[config.mk]
export PLATFORM = sky130hd
export DESIGN_NAME = branch_resolve_unit
export DESIGN_NICKNAME = d
export VERILOG_FILES = /design/src/rtl/core_pkg.sv /design/src/rtl/sat_counter.sv /design/src/rtl/branch_resolve_unit.sv
export SDC_FILE = /design/constraint.sdc
export NUM_CORES = 1
export LEC_CHECK = 0
export BUFFER_PORTS_ARGS = -buffer_cell sky130_fd_sc_hd__buf_2
export CAP_MARGIN = 20
export CORE_MARGIN = 2
export CORE_UTILIZATION = 43
export DETAILED_ROUTE_END_ITERATION = 16
export PLACE_DENSITY = 0.7
export RECOVER_POWER = 100
export SYNTH_ARGS = -nofsm -noshare
export SYNTH_HDL_FRONTEND = slang
export SYNTH_SLANG_ARGS = --single-unit
[constraint.sdc]
create_clock -name clk -period 3 [get_ports clk]
set_input_delay 0.9 -clock clk [delete_from_list [all_inputs] [get_ports clk]]
set_output_delay 0.9 -clock clk [all_outputs]
set_load 0.005 [all_outputs]
[src/rtl/core_pkg.sv]
// Shared core types for the branch predictor / resolve path.
// Slot bundle, PC step and the 2-bit history state encoding.
package core_pkg;

  localparam int CORE_XLEN = 32;
  localparam int PC_STEP   = 4;

  typedef enum logic [1:0] {
    BHT_SNT,
    BHT_WNT,
    BHT_WT,
    BHT_ST
  } bht_state_e;

  typedef struct packed {
    logic                 valid;
    logic [CORE_XLEN-1:0] pc;
    logic                 pred_taken;
    logic [CORE_XLEN-1:0] pred_target;
  } bp_slot_t;

endpackage

[src/rtl/sat_counter.sv]
// Saturating up-counter; holds at all-ones instead of wrapping.
// Ports: clk, rst_n (async low), inc (count enable), count.
module sat_counter #(
  parameter int W = 32
) (
  input  logic         clk,
  input  logic         rst_n,
  input  logic         inc,
  output logic [W-1:0] count
);

  always_ff @(posedge clk or negedge rst_n) begin
    if (!rst_n) begin
      count <= '0;
    end else if (inc && (count != '1)) begin
      count <= count + 1'b1;
    end
  end

endmodule

[src/rtl/branch_resolve_unit.sv]
// Carries IF predictions through ID/EX, resolves them at EX,
// drives flush/redirect, predictor training and perf counters.
module branch_resolve_unit
  import core_pkg::*;
#(
  parameter int XLEN  = CORE_XLEN,
  parameter int CNT_W = 32
) (
  input  logic             clk,
  input  logic             rst_n,
  input  logic             if_valid_i,
  input  logic [XLEN-1:0]  if_pc_i,
  input  logic             if_pred_taken_i,
  input  logic [XLEN-1:0]  if_pred_target_i,
  input  logic             stall_i,
  input  logic             flush_i,
  input  logic             ex_is_branch_i,
  input  logic             ex_taken_i,
  input  logic [XLEN-1:0]  ex_target_i,
  output logic             flush_o,
  output logic [XLEN-1:0]  redirect_pc_o,
  output logic             upd_valid_o,
  output logic [XLEN-1:0]  upd_pc_o,
  output logic             upd_taken_o,
  output logic [CNT_W-1:0] br_cnt_o,
  output logic [CNT_W-1:0] mispred_cnt_o
);

  bp_slot_t id_q, id_d;
  bp_slot_t ex_q, ex_d;

  logic res;
  logic dir_miss;
  logic tgt_miss;
  logic mispred;
  logic [XLEN-1:0] seq_pc;

  // Stalled or externally killed EX entries never resolve,
  // so a held branch is counted once, when the stall drops.
  assign res = ex_q.valid & ex_is_branch_i
             & ~stall_i & ~flush_i;

  assign dir_miss = ex_q.pred_taken ^ ex_taken_i;
  assign tgt_miss = ex_q.pred_taken & ex_taken_i
                  & (ex_q.pred_target != ex_target_i);
  assign mispred  = res & (dir_miss | tgt_miss);

  assign seq_pc = ex_q.pc + XLEN'(PC_STEP);

  always_comb begin
    redirect_pc_o = '0;
    if (mispred) begin
      redirect_pc_o = ex_taken_i ? ex_target_i : seq_pc;
    end
  end

  assign flush_o     = mispred;
  assign upd_valid_o = res;
  assign upd_pc_o    = res ? ex_q.pc : '0;
  assign upd_taken_o = res & ex_taken_i;

  always_comb begin
    id_d = id_q;
    ex_d = ex_q;
    if (flush_i || mispred) begin
      id_d.valid = 1'b0;
      ex_d.valid = 1'b0;
    end else if (!stall_i) begin
      ex_d             = id_q;
      id_d.valid       = if_valid_i;
      id_d.pc          = if_pc_i;
      id_d.pred_taken  = if_pred_taken_i;
      id_d.pred_target = if_pred_target_i;
    end
  end

  always_ff @(posedge clk or negedge rst_n) begin
    if (!rst_n) begin
      id_q <= '0;
      ex_q <= '0;
    end else begin
      id_q <= id_d;
      ex_q <= ex_d;
    end
  end

  sat_counter #(.W(CNT_W)) u_br_cnt (
    .clk   (clk),
    .rst_n (rst_n),
    .inc   (res),
    .count (br_cnt_o)
  );

  sat_counter #(.W(CNT_W)) u_mis_cnt (
    .clk   (clk),
    .rst_n (rst_n),
    .inc   (mispred),
    .count (mispred_cnt_o)
  );

endmodule

; ---- Word level (Yosys, flattened, before mapping)
; Index checks and enable logic that the tools add are counted.
[classes]
add_sub_neg = 3
n_eq_ne = 4
muxes = 7
bitwise = 12
n_reduce_logical = 4
[ops]
columns = operator, n
row1 = $mux W66, 2
row2 = $mux W32, 3
row3 = $add A32 B1 Y32 const B, 2
row4 = $ne A32 B32 Y1 const B, 2
row5 = $add A32 B3 Y32 const B, 1
row6 = $ne A32 B32 Y1, 1
row7 = $and A1 B1 Y1, 7
row8 = $not A1 Y1, 3
row9 = $logic_and A1 B1 Y1, 2
row10 = $mux W1, 2
row11 = $ne A2 B1 Y1 const B, 1
row12 = $reduce_and A2 Y1, 1
row13 = $logic_or A1 B1 Y1, 1
row14 = $or A1 B1 Y1, 1
row15 = $xor A1 B1 Y1, 1
[totals]
reg_bits = 196
input_bits = 104
out_inout_bits = 131
word_cells = 40

; ---- Depth between registers and ports, before layout
; Gate-level depths: netlist of run 1.
[logic_depth]
depth_word = 7
depth_mapped = 9
depth_no_buf = 8

; ---- By module
; From an unflattened synthesis of run 1, not the netlist that was laid out.
[unflattened]
hier_cells = 1614
area_unflattened_um2 = 14027.2
[by_module_without_submodules]
columns = module, instances, cells_each, area_each_um2, seq_area_each_um2
row1 = branch_resolve_unit, 1, 1312, 10779.1, 3303.2
row2 = sat_counter, 2, 151, 1624.1, 800.8

; ---- Worst setup path before layout of run 1
; Ideal clock, no wire load.
[synth_path]
kind = input port to output port
start = input port ex_target_i[11]
end = output port redirect_pc_o[24]
arrival_ps = 2253
required_time_ps = 2100
path_slack_ps = -153
path_stages = 7
n_path_buf = 1
cell_sequence = xor2_1 nor4_1 nand4_1 nor2_1 a2bb2oi_4 clkbuf_1 nor3_1
[synth_via]
elab_chain_len = 5
[synth_rtl]
columns = item, line
row1 = start: declaration, branch_resolve_unit.sv:19  ; input logic [XLEN-1:0] ex_target_i,
row2 = $ne A32 B32 Y1, branch_resolve_unit.sv:45  ; & (ex_q.pred_target != ex_target_i);
row3 = $and A1 B1 Y1, branch_resolve_unit.sv:45
row4 = $or A1 B1 Y1, branch_resolve_unit.sv:46  ; assign mispred = res & (dir_miss | tgt_miss);
row5 = $and A1 B1 Y1, branch_resolve_unit.sv:46
row6 = $mux W32, branch_resolve_unit.sv:52  ; if (mispred) begin
row7 = end: declaration, branch_resolve_unit.sv:21  ; output logic [XLEN-1:0] redirect_pc_o,
; No other way between the ends.

; ---- Worst setup path after layout of run 1
[layout_path]
start = input port ex_target_i[14]
end = output port redirect_pc_o[5]
; The elaborated chain is that of the path after synthesis.

==> results of run 1 <==
==> state kept, by name, indices dropped and copies added (netlist names) <==
register         flops
u_br_cnt.count      32
id_q                66
ex_q                66
u_mis_cnt.count     32
==> worst max-delay path, cell delays in order <==
cell and delay (ns):
sky130_fd_sc_hd__buf_8 0.10, sky130_fd_sc_hd__xor2_2 0.15, sky130_fd_sc_hd__nor4_4 0.35, sky130_fd_sc_hd__buf_4 0.16, sky130_fd_sc_hd__nand4_1 0.06, sky130_fd_sc_hd__buf_4 0.16
sky130_fd_sc_hd__nor2_4 0.12, sky130_fd_sc_hd__a2bb2oi_4 0.23, sky130_fd_sc_hd__buf_6 0.17, sky130_fd_sc_hd__buf_6 0.11, sky130_fd_sc_hd__nor2_1 0.04, sky130_fd_sc_hd__buf_2 0.13
==> worst max path at each step <==
stage,depth (start not counted),end
final,12,redirect_pc_o[5]
after global routing,12,redirect_pc_o[5]
after detailed placement,12,redirect_pc_o[5]
after CTS,12,redirect_pc_o[5]
after floorplan,7,redirect_pc_o[24]
after global placement,12,redirect_pc_o[5]
==> per-layer routing <==
metal  up-vias  track usage  wire [µm]
met3        35       0.0482       1620
met1      3664        0.325      12700
li1       3481            -          -
met5         -            0         27
met2       265        0.364      12600
met4         4       0.0719        595
==> cell usage in the layout, fill, tap and decap left out, drive strengths merged, types with 16 or more instances in the layout <==
master / instances
buf: 316
dfrtp: 196
mux2: 131
xnor2: 63
nor2: 59
xor2: 57
clkbuf: 51
nand2: 47
nand3: 44
and2: 36
nand4: 33
inv: 20
and3: 18
nor3: 16
==> kinds of logic (layout without fill, tap and decap cells) <==
family                     after synthesis  in the layout  synth area share
AOI/OAI and AO/OA                       31             31            0.0219
xor gates and xnor gates               120            120             0.107
adders and majority gates                4              4           0.00510
buffers and inverters                   43            389            0.0252
DFF                                    196            196             0.500
muxes                                  138            138             0.196
other                                    0              1                 0
and+or+nand+nor                        276            276             0.145
==> power by group through the flow <==
| stage | combinational (mW) | clock (mW) | sequential, mW |
|---|---|---|---|
| 3_5_place_dp | 1.45 | 0 | 3.29 |
| 4_1_cts | 1.47 | 2.32 | 3.25 |
| 2_1_floorplan | 0.804 | 0 | 3.27 |
| 3_3_place_gp | 1.43 | 0 | 3.28 |
| 5_1_grt | 1.60 | 2.43 | 3.30 |
| 6_report | 1.48 | 2.27 | 3.26 |
==> repair_timing <==
item,4_1_cts,5_1_grt
setup endpoints to repair,194,105
setup buffers,3,1
cloned,1,1
gates resized for setup,21,15
pin swaps,4,5
==> metrics by stage <==
step	setup TNS (ns)	instances	hold WS [ns]	util	instance area (µm²)
after CTS	-19.93	1438	0.472	0.566	12700
final	-17.51	1440	0.490	0.567	12700
after global routing	-19.70	1440	0.505	0.567	12700
after floorplan	-0.0966	808	0.475	-	9830
after detailed placement	-106.54	1402	0.481	0.536	12100
after global placement	-118.53	1402	0.475	0.536	12100
==> layout make-up <==
cell class / instances / share of cell area
Antenna cell: 1 / 0.000196
Clock buffer: 19 / 0.0340
Clock inverter: 13 / 0.0103
Inverter: 9 / 0.00265
Multi-Input combinational cell: 569 / 0.375
Sequential cell: 196 / 0.385
Tap cell: 285 / 0.0280
Timing Repair Buffer: 348 / 0.165
==> flow_summary.yaml, run 1 <==
drt:
  drt-wirelength-per-cell_um: 19.1
  drc: 0
  vias: 7449
  avgViaCountPerCell: 5.17
  route.antenna.remaining_nets: 0
  drt_first_pass_iters: 4
  initialDrtViolationCount: 451
  route.final.wire_length_mm: 27.6
cells_and_area:
  filler_cell_count: 1936
  combined_flip_flop_and_latch_cell_area_um2: 4900
  drive_above_1_share: 0.435
  multi_input_area_um2: 4780
  syn_to_final_growth_pct: 29.9
  layout.nets: 1249
clock_network:
  worst_skew_pair.late_latency_ns: 0.44
  number_of_hold_buffers_added_after_cts: 0
  cts_num_sinks: 196
  ctsRootBufferMaster: "sky130_fd_sc_hd__clkbuf_16"
  htree_num_levels: 4
  clk_pin_slew_ns: 0.07
  tritoncts: "built"
  cts_inserted_buffers: 17
  clock_path_buffers: 2
sta:
  final_critical_path_setup_slack_ns: -0.594
  report.final.setup_viol: 33
  hold_viol_final: 0
  actual_transition_at_the_worst_max_transition_pin_ns: 1.62
  slew_headroom: -0.0816
  min_period_ns: 3.59
  timing.final.crit_share: 1.20
  achievable-frequency_ghz: 0.278
  rsz0062_at_grt: "yes"
  fin_worst_skew_ns: 0.0164
  timing_max_transition_violations_final: 63
pwr:
  power.static_leakage_nw: 6.40
  ir_worst_vdd_uv: 330
  internal_power_summed_over_all_cells_mw: 4.97
  total_switching_power_mw: 2.04
  seq_power_share: 0.465
  power.total_mw: 7.01
  comb_power_share: 0.212
  power_per_standard_cell_area_nw_per_um2: 550
  clock_power_share: 0.324
  p_sw_frac: 0.291
outcome:
  outcome: "complete, but fails checks"
  failing_checks: "capacitance limit, slew limit, setup timing"
run:
  drv_cap: 1
logic_synthesis:
  dominant_synthesized_flop_cell: "sky130_fd_sc_hd__dfrtp_1"
  netlist_top_cells_count: "196 x sky130_fd_sc_hd__dfrtp_1, 100 x sky130_fd_sc_hd__mux2_4, 63 x sky130_fd_sc_hd__xnor2_1, 59 x sky130_fd_sc_hd__nor2_1, 57 x sky130_fd_sc_hd__xor2_1"
  synth_sequential_area_ratio: 0.500
  post-synth-top-count-cell: "sky130_fd_sc_hd__dfrtp_1"
  synth-seq-cells: 196
  synth-edff-count: 0
  syn_nets: 916
  post_synthesis_cell_area_um2: 9820
  synth_top_area_cell: "sky130_fd_sc_hd__dfrtp_1"
  yosysWarningCount: 0
  synthCells: 808
  post_synth.cell_area_avg_um2: 12.1
  post_synth_num_cell_types: 38
  synth-async-reset-ratio: 1.00
  synth.top_cell.area_share: 0.500
  synth.area.top_cells: "sky130_fd_sc_hd__dfrtp_1 50%, sky130_fd_sc_hd__mux2_4 15%, sky130_fd_sc_hd__xnor2_1 5.6%"
setup_path:
  arrival_ns: 2.69
  worstPathMaxFanout: 6
  crit-reg2reg-capture: "ex_q[4]$_DFFE_PN0P_"
  critPathLaunchType: "input port"
  crit_path_end_kind: "output pin"
  reg2regPathDepth: 12
  reg2reg_setup_slack_ns: 0.14
  critical_path_data_required_time_ns: 2.10
  cp-startpoint: "ex_target_i[14]"
  origin_of_the_critical_flop_to_flop_path: "ex_q[14]$_DFFE_PN0P_"
  worst-setup-path-type: "input port to output pin"
placed_design:
  dpl.hpwl_mm: 20.4
  pre_cts_ws_ns: -0.972
  placer_congestion: 0.848
  port_buffers: 234
global_routing:
  gr-total-overflow: 0
  groute.usage.overall: 0.232
  vias_in_the_first_global_route: 7515
  grt_pass1_wl_mm: 42.7
  antenna_found_initial: 4
  grt_max_degree: 63
floorplanning:
  floorplan.die_area_um2: 24100
  core_area_um2: 22500
  die-width_um: 155
  placement_rows: 55
  initial_core_util: 0.436
  die_height_um: 155
  i_o_pin_count: 235
worst_hold_path:
  hold-path-endpoint: "u_br_cnt.count[28]$_DFFE_PN0P_"
  min_delay_path_depth: 1
  type_of_the_tightest_min_delay_check: "flop to flop"
  hold_path_startpoint: "u_br_cnt.count[28]$_DFFE_PN0P_"
Note: power is estimated with default switching activity, not from simulation.
==> run 2, diff against run 1 <==
- CTS_BUF_LIST: unset -> sky130_fd_sc_hd__clkbuf_4 sky130_fd_sc_hd__clkbuf_8 sky130_fd_sc_hd__clkbuf_16
==> run 2 against run 1 <==
  * The flow still finishes with violations (capacitance limit, slew limit, setup timing)
  * Clock power about the same
  * Clock skew about the same
  * Sequential cell count unchanged
  * Final cell count unchanged
  * Critical endpoint unchanged
  * Highest routed layer unchanged
==> flow_summary.yaml, run 2 (synthesis gave the netlist of run 1 again) <==
outcome:
  outcome: "complete, but fails checks"
  failing_checks: "capacitance limit, slew limit, setup timing"
sta:
  final_critical_path_setup_slack_ns: -0.595
  slew_headroom: -0.0807
  actual_transition_at_the_worst_max_transition_pin_ns: 1.62
  timing.final.crit_share: 1.20
  rsz0062_at_grt: "yes"
  min_period_ns: 3.59
  report.final.setup_viol: 33
  achievable-frequency_ghz: 0.278
  fin_worst_skew_ns: 0.0165
  hold_viol_final: 0
  timing_max_transition_violations_final: 63
floorplanning:
  placement_rows: 55
  die-width_um: 155
  floorplan.die_area_um2: 24100
  i_o_pin_count: 235
  die_height_um: 155
  initial_core_util: 0.436
  core_area_um2: 22500
clock_network:
  tritoncts: "built"
  clk_pin_slew_ns: 0.07
  cts_inserted_buffers: 17
  number_of_hold_buffers_added_after_cts: 0
  ctsRootBufferMaster: "sky130_fd_sc_hd__clkbuf_16"
  cts_num_sinks: 196
  htree_num_levels: 4
  clock_path_buffers: 2
  worst_skew_pair.late_latency_ns: 0.44
setup_path:
  cpPeakStageDelay_ns: 0.35
  worst-setup-path-type: "input port to output pin"
  crit_path_end_kind: "output pin"
  cpMaxStageDelayCell: "sky130_fd_sc_hd__nor4_4"
  path_depth: 12
  cp_cell_sequence: "buf_8 -> xor2_2 -> nor4_4 -> buf_4 -> nand4_1 -> buf_4 -> nor2_4 -> a2bb2oi_4 -> buf_6 -> buf_6 -> nor2_1 -> buf_2"
  critPathLaunchType: "input port"
  reg2regPathDepth: 12
  critical_path_data_required_time_ns: 2.10
  worstPathMaxFanout: 6
  path_buf_inv: 6
  arrival_ns: 2.69
  crit_family: "buffers and inverters"
global_routing:
  gr-total-overflow: 0
  grt_pass1_wl_mm: 42.7
  vias_in_the_first_global_route: 7510
  grt_max_degree: 63
  groute.usage.overall: 0.232
  antenna_found_initial: 4
drt:
  drt-wirelength-per-cell_um: 19.2
  drc: 0
  initialDrtViolationCount: 465
  drt_first_pass_iters: 4
  avgViaCountPerCell: 5.18
  route.final.wire_length_mm: 27.6
  route.antenna.remaining_nets: 0
  vias: 7456
pwr:
  power_per_standard_cell_area_nw_per_um2: 551
  power.static_leakage_nw: 6.41
  power.total_mw: 7.02
  ir_worst_vdd_uv: 331
cells_and_area:
  final_cells: 1440
  combined_flip_flop_and_latch_cell_area_um2: 4900
  biggestRegsByFlops: "ex_q x66, id_q x66"
  syn_to_final_growth_pct: 30.0
  drive_above_1_share: 0.437
  most-common-layout-cells: "207 x sky130_fd_sc_hd__buf_2, 196 x sky130_fd_sc_hd__dfrtp_1, 100 x sky130_fd_sc_hd__mux2_4, 96 x sky130_fd_sc_hd__buf_4, 62 x sky130_fd_sc_hd__xnor2_1"
  layout.nets: 1249
  filler_cell_count: 1933
  final_common_cell: "sky130_fd_sc_hd__buf_2"
  multi_input_area_um2: 4780
placed_design:
  dpl.hpwl_mm: 20.4
  placed_cells: 1402
  port_buffers: 234
  placer_congestion: 0.848
worst_hold_path:
  min_delay_path_depth: 1
  type_of_the_tightest_min_delay_check: "flop to flop"
run:
  drv_cap: 1
run 2: worst paths after layout:
check / start / to / slack, ns
max: ex_target_i[14] / redirect_pc_o[5] / -0.59
min: u_br_cnt.count[28]$_DFFE_PN0P_ / u_br_cnt.count[28]$_DFFE_PN0P_ / 0.49
max reg2reg: ex_q[14]$_DFFE_PN0P_ / ex_q[4]$_DFFE_PN0P_ / 0.14
min reg2reg: u_br_cnt.count[28]$_DFFE_PN0P_ / u_br_cnt.count[28]$_DFFE_PN0P_ / 0.49
max in group asynchronous: rst_n / id_q[2]$_DFFE_PN0P_ / 0.63
min in group asynchronous: rst_n / u_br_cnt.count[25]$_DFFE_PN0P_ / 0.88
run 2: cell type report:
class | count | share of cell area
clock buffers | 19 | 0.0345
well taps | 285 | 0.0280
inverters | 9 | 0.00265
repair buffers | 348 | 0.165
flip-flops and latches | 196 | 0.385
clock inverters | 13 | 0.0103
multi-input cells | 569 | 0.374
diodes | 1 | 0.000196
run 2: repair_timing:
action / 4_1_cts / 5_1_grt
cloned: 1 / 1
pin swaps: 4 / 5
gates resized for setup: 21 / 15
setup endpoints to repair: 194 / 104
buffers inserted: 3 / 1
run 2: power breakdown:
group	internal, mW	total, mW	switching, mW
Clock	1.13	2.28	1.15
Combinational	0.859	1.48	0.624
Sequential	2.99	3.25	0.261
Total	4.99	7.02	2.04
run 2: layer usage:
metal	share of wire	GRT usage	vias up
met4	0.023	0.0719	4
met3	0.061	0.0482	40
li1	-	-	3477
met5	0.00098	0	-
met1	0.46	0.325	3660
met2	0.46	0.364	275
run 2: through the flow:
step	instance area [µm²]	worst slack (ns)	utilization	TNS, ns	hold slack (ns)
CTS	12700	-0.644	0.566	-19.93	0.471
floorplan	9830	-0.0128	-	-0.0966	0.475
detailed placement	12100	-0.972	0.536	-106.54	0.481
global route	12800	-0.653	0.567	-19.70	0.505
global placement	12100	-1.01	0.536	-118.53	0.475
finish	12800	-0.595	0.567	-17.53	0.490
